`config.mk`:
```
export PLATFORM = sky130hd
export DESIGN_NAME = transpad_spad_port
export DESIGN_NICKNAME = d
export VERILOG_FILES = /design/src/rtl/transpad_spad_port.sv
export SDC_FILE = /design/constraint.sdc
export NUM_CORES = 1
export LEC_CHECK = 0
export CAP_MARGIN = 10
export CORE_MARGIN = 2
export CORE_UTILIZATION = 40
export CTS_BUF_LIST = sky130_fd_sc_hd__clkbuf_2
export DETAILED_ROUTE_END_ITERATION = 6
export PLACE_DENSITY_LB_ADDON = 0.12
export SLEW_MARGIN = 10
export SYNTH_ARGS = -nofsm -noshare
export SYNTH_HDL_FRONTEND = slang
export SYNTH_SLANG_ARGS = --single-unit
```
`constraint.sdc`:
```
create_clock -name clk -period 5.25 [get_ports clk]
set_input_delay 0.525 -clock clk [delete_from_list [all_inputs] [get_ports clk]]
set_output_delay 0.525 -clock clk [all_outputs]
set_load 0.02 [all_outputs]
```
`src/rtl/transpad_spad_port.sv`:
```
// Serves queued host accesses from the scratchpad SRAM on a hit or from main memory on a miss,
// returning one registered response per accepted access in acceptance order.
module transpad_spad_port #(
    parameter int unsigned DEPTH   = 4,
    parameter int unsigned SPAD_AW = 12,
    parameter int unsigned DATA_W  = 32
) (
    input  logic                     clk,
    input  logic                     rst,
    input  logic                     req,
    input  logic                     req_we,
    input  logic [47:0]              req_addr,
    input  logic [DATA_W-1:0]        req_wdata,
    input  logic                     spm,
    input  logic [23:0]              spad_addr,
    output logic                     req_ready,
    output logic [$clog2(DEPTH):0]   level,
    output logic                     rsp_valid,
    output logic [DATA_W-1:0]        rsp_rdata,
    output logic                     rsp_hit,
    output logic                     sram_en,
    output logic                     sram_we,
    output logic [SPAD_AW-1:0]       sram_addr,
    output logic [DATA_W-1:0]        sram_wdata,
    input  logic [DATA_W-1:0]        sram_rdata,
    output logic                     mem_req,
    output logic                     mem_we,
    output logic [47:0]              mem_addr,
    output logic [DATA_W-1:0]        mem_wdata,
    input  logic                     mem_ack,
    input  logic [DATA_W-1:0]        mem_rdata
);

    localparam int unsigned PW = $clog2(DEPTH);

    typedef struct packed {
        logic               spm;
        logic               we;
        logic [47:0]        addr;
        logic [SPAD_AW-1:0] saddr;
        logic [DATA_W-1:0]  wdata;
    } entry_t;

    typedef enum logic [1:0] {StIdle, StSramRd, StMemWait} state_e;

    entry_t      fifo_q [DEPTH];
    entry_t      head;
    logic [PW:0] wr_q, rd_q;
    logic        full, empty, push, pop;

    state_e      state_q, state_d;
    logic        rsp_load;
    logic [DATA_W-1:0] rsp_rdata_d;
    logic        rsp_hit_d;
    logic        rsp_valid_q, rsp_hit_q;
    logic [DATA_W-1:0] rsp_rdata_q;

    // Only the low SPAD_AW bits address the SRAM; the rest are dropped.
    logic [23:0] unused_spad_addr;
    assign unused_spad_addr = spad_addr;

    // Pointers carry one extra wrap bit so full and empty are distinguishable.
    assign full      = (wr_q[PW] != rd_q[PW]) && (wr_q[PW-1:0] == rd_q[PW-1:0]);
    assign empty     = (wr_q == rd_q);
    assign push      = req && !full;
    assign req_ready = !full;
    assign level     = wr_q - rd_q;
    assign head      = fifo_q[rd_q[PW-1:0]];

    always_ff @(posedge clk) begin
        if (push) begin
            fifo_q[wr_q[PW-1:0]] <= '{spm: spm, we: req_we, addr: req_addr,
                                      saddr: spad_addr[SPAD_AW-1:0], wdata: req_wdata};
        end
    end

    always_ff @(posedge clk or posedge rst) begin
        if (rst) begin
            wr_q <= '0;
            rd_q <= '0;
        end else begin
            if (push) wr_q <= wr_q + 1'b1;
            if (pop)  rd_q <= rd_q + 1'b1;
        end
    end

    always_ff @(posedge clk or posedge rst) begin
        if (rst) state_q <= StIdle;
        else     state_q <= state_d;
    end

    always_comb begin
        state_d = state_q;
        unique case (state_q)
            StIdle: begin
                if (!empty) begin
                    if (!head.spm)    state_d = StMemWait;
                    else if (!head.we) state_d = StSramRd;
                end
            end
            StSramRd:  state_d = StIdle;
            StMemWait: if (mem_ack) state_d = StIdle;
            default:   state_d = StIdle;
        endcase
    end

    always_comb begin
        sram_en     = 1'b0;
        sram_we     = 1'b0;
        mem_req     = 1'b0;
        pop         = 1'b0;
        rsp_load    = 1'b0;
        rsp_rdata_d = '0;
        rsp_hit_d   = 1'b0;
        unique case (state_q)
            StIdle: begin
                if (!empty && head.spm) begin
                    sram_en   = 1'b1;
                    sram_we   = head.we;
                    pop       = 1'b1;
                    // Writes complete at this edge; reads respond from StSramRd.
                    rsp_load  = head.we;
                    rsp_hit_d = 1'b1;
                end
            end
            StSramRd: begin
                rsp_load    = 1'b1;
                rsp_rdata_d = sram_rdata;
                rsp_hit_d   = 1'b1;
            end
            StMemWait: begin
                mem_req = 1'b1;
                if (mem_ack) begin
                    pop         = 1'b1;
                    rsp_load    = 1'b1;
                    rsp_rdata_d = head.we ? '0 : mem_rdata;
                end
            end
            default: ;
        endcase
    end

    always_ff @(posedge clk or posedge rst) begin
        if (rst) begin
            rsp_valid_q <= 1'b0;
            rsp_rdata_q <= '0;
            rsp_hit_q   <= 1'b0;
        end else begin
            rsp_valid_q <= rsp_load;
            if (rsp_load) begin
                rsp_rdata_q <= rsp_rdata_d;
                rsp_hit_q   <= rsp_hit_d;
            end
        end
    end

    assign rsp_valid  = rsp_valid_q;
    assign rsp_rdata  = rsp_rdata_q;
    assign rsp_hit    = rsp_hit_q;

    assign sram_addr  = head.saddr;
    assign sram_wdata = head.wdata;
    assign mem_we     = head.we;
    assign mem_addr   = head.addr;
    assign mem_wdata  = head.wdata;

endmodule
```
==> metrics.md <==
| Metric | Value |
|---|---|
| Gr usage total | `between 15 and 20%` |
| Fmax | `236 MHz` |
| R2r endpoint | `rsp_rdata[12]` |
| Post-synth EDFFs | `approximately 380` |
| Starting Density | `around two fifths` |
| Post-DP HPWL | `roughly 21,000 um` |
| Fin crit share | `between 80% and 90%` |
| Ys flop type | `edfxtp_1` |
| Final Hold Viols | `0` |
| Max-slew headroom | `about 18%` |
| Via density | `4.82` |
| Post_cts resized | `0` |
| Yosys warns | `0` |
| Post-synthesis sequential area ratio | `76.6%` |
| Crit-path leading delay family | `buffers and inverters` |
| Worst r2r src | `rd_q[1]` |
| Cells on worst reg2reg path | `7` |
| Worst setup SP type | `flip-flop` |
| Cell Chain, Critical Path | `buf_4, mux4_2, clkdlybuf4s50_1` |
| Largest net degree at the start of global routing | `52` |
| Clk_skew | `roughly 0.083 ns` |
| WL/cell | `20.0 um` |
| GPL Wtd Cong | `~0.70` |
| # H-tree levels | `3` |
| Filler Cell Count | `about 3,300` |
| Min Tclk post-route | `between 4 and 5 ns` |
| First drt pass iteration count | `4` |
| Max stage delay on crit path | `~0.94 ns` |
| Crit Path Max Fanout | `slightly above 50` |
| Max IR drop VDD | `0.260 mV` |
| HP Class | `in -> reg` |
| Crit Path Class | `reg -> out` |
| Total power | `12,200 uW` |
| CTS tree | `built` |
| Most common cell after layout, fill and taps aside | `edfxtp_1` |
| MaxCap Viol Count | `0` |
| Hold_buf cts | `21` |
| Initial drt markers | `between 300 and 400` |
| Root buffer cell | `clkbuf_2` |
| Clock sink count | `roughly 420` |
| Crit path to | `sram_wdata[29]` |
| DRC Markers | `0` |
| Yosys cell types | `34` |
| Synthesized Nets | `885` |
| Die Ht | `just over 200 um` |
| Dpl cell area | `just under 0.02 mm^2` |
| Clock Latency Late Sink | `1.02 ns` |
| Critical Path RT | `4.72 ns` |
| Drt total wl | `~34,000 um` |
| Non-filler cells, final | `between 1,500 and 2,000` |
| RSZ-0062 raised after global routing | `no` |
| Input/output buffers | `roughly 330` |
| Routed vias | `8,226` |
| R2R setup slack | `roughly 1.8 ns` |
| Global-route wire length before repair | `roughly 50,000 um` |
| Worst setup path start | `rd_q[1]` |
| Total Die Area | `~0.042 mm^2` |
| Power Density | `between 500 and 600 mW/mm^2` |
| Grt total ovfl | `0` |
| Run status | `complete, no violations` |
| Total CTS buffers | `~110` |
| Worst-Margin Slew | `1.23 ns` |
| Placed insts | `around 1,500` |
| Number of global-route vias before repair | `a little under 9,000` |
| Syn Inst Count | `699` |
| Area growth from synthesis to layout | `29.9%` |
| Initial antenna violation count | `3` |
| Number of cells on the critical path | `3` |
| Asr flop ratio synth | `between 10% and 20%` |
| # rows | `73` |
| Most frequent cells in the layout | `376 x edfxtp_1, 327 x clkdlybuf4s50_1, 164 x clkbuf_2, 94 x mux4_2, 40 x dfrtp_1` |
| Slowest-stage cell, CP | `dfrtp_4` |
| Post-Synthesis Cell Area | `0.0161 mm^2` |
| Fin. max-slew vios | `0` |
| CTS Buffer Depth | `3` |
| Die width | `slightly above 200 um` |
| CP bufs+invs | `2` |
| Final setup viols | `0` |
| Mean post-synth cell area | `23.0 um^2` |
| Core ar. | `0.0397 mm^2` |
| Nets | `around 1,300` |
| Clock-pin slew on the worst setup and hold paths | `about 0.090 ns` |
| Final hold slack | `0.157 ns` |
| # IOs | `between 300 and 400` |
| Final Instance Area | `0.0209 mm^2` |
| Multi-input logic area | `around 0.0033 mm^2` |
| Share of cells above drive strength 1 | `a little over a quarter` |
| Critical Path End Type | `output port` |
| DRT antenna net count | `0` |
| Postcts setup bufs | `0` |
| Leakage | `approximately 0.0074 uW` |
| Setup TNS | `0 ns` |
| Crit path arrival time | `3.70 ns` |
| FF+latch count, synth | `about 420` |
| Register area | `between 0.01 and 0.015 mm^2` |
## power by group
part / switching [uW] / internal [uW]
clock network: 1240 / 867
logic: 2780 / 2600
registers: 295 / 4470
## stage by stage
step	util, %	setup WS, ns
6_report	52.7	1.02
5_1_grt	52.7	0.733
4_1_cts	52.7	0.758
3_5_place_dp	49.8	1.76
3_3_place_gp	49.8	1.79
2_1_floorplan	-	0.595
## flip-flops by register name, indices dropped and copies added, names as in the netlist
name,flops
fifo_q,376
rd_q,3
rsp_hit,1
rsp_rdata,32
rsp_valid,1
state_q,2
wr_q,3
## cell families (layout without fill, tap and decap cells)
family,after synthesis,count (layout),synth area share (%)
adder cells (fa/ha/maj),12,12,0.979
AO/OA/AOI/OAI,44,44,2.35
XOR/XNOR,6,6,0.373
buffers and inverters,74,553,2.82
multiplexers,129,129,16.3
AND/OR/NAND/NOR,16,16,0.613
other,0,2,0
flip-flops,418,418,76.6
## metal layers
| metal | share of wire (%) | GRT usage [%] |
|---|---|---|
| met1 | 41 | 20.2 |
| met2 | 48 | 25.5 |
| met3 | 8.9 | 6.71 |
| met4 | 1.6 | 6.21 |
| met5 | 0.038 | 0 |
## worst min path at each step
stage	startpoint	endpoint	slack (ns)	depth (start not counted)
floorplan	wr_q[2]	wr_q[2]	0.49	1
global placement	rsp_rdata[29]	rsp_rdata[29]	0.47	1
detailed placement	rsp_rdata[28]	rsp_rdata[28]	0.48	1
CTS	req_addr[13]	fifo_q[0][57]	0.002	1
global route	req_addr[46]	fifo_q[3][90]	0.03	1
finish	req_addr[11]	fifo_q[0][55]	0.16	1
## cells in the mapped netlist (all sizes together), types with 2 or more instances
| library cell | count | area share [%] |
|---|---|---|
| edfxtp | 376 | 70 |
| mux4 | 94 | 13 |
| buf | 50 | 2.3 |
| dfrtp | 42 | 6.5 |
| mux2 | 35 | 3.1 |
| a22o | 32 | 1.7 |
| clkbuf | 14 | 0.33 |
| ha | 11 | 0.85 |
| inv | 10 | 0.23 |
| and2 | 5 | 0.19 |
| xor2 | 5 | 0.32 |
| nand2 | 4 | 0.093 |
| o21ai | 3 | 0.093 |
| a21oi | 2 | 0.062 |
| nand2b | 2 | 0.078 |
| nor2b | 2 | 0.078 |
## final cells by class
class                      instances  area share [%]
inverter                          10           0.179
tap                              525            3.14
sequential                       418            59.0
timing repair buffer             361            17.3
clock buffer                     164            3.92
antenna                            2          0.0239
multi-input combinational        207            15.9
clock inverter                    18           0.508
## worst register-to-register path, cell delays in order, from the launching register on
cell,delay [ns]
dfrtp_4,0.94
inv_1,0.12
ha_1,0.34
nand2_1,0.14
o211ai_2,0.19
o22ai_4,0.78
buf_4,0.43
mux2_4,0.34
Power figures use the tool's default switching activity.
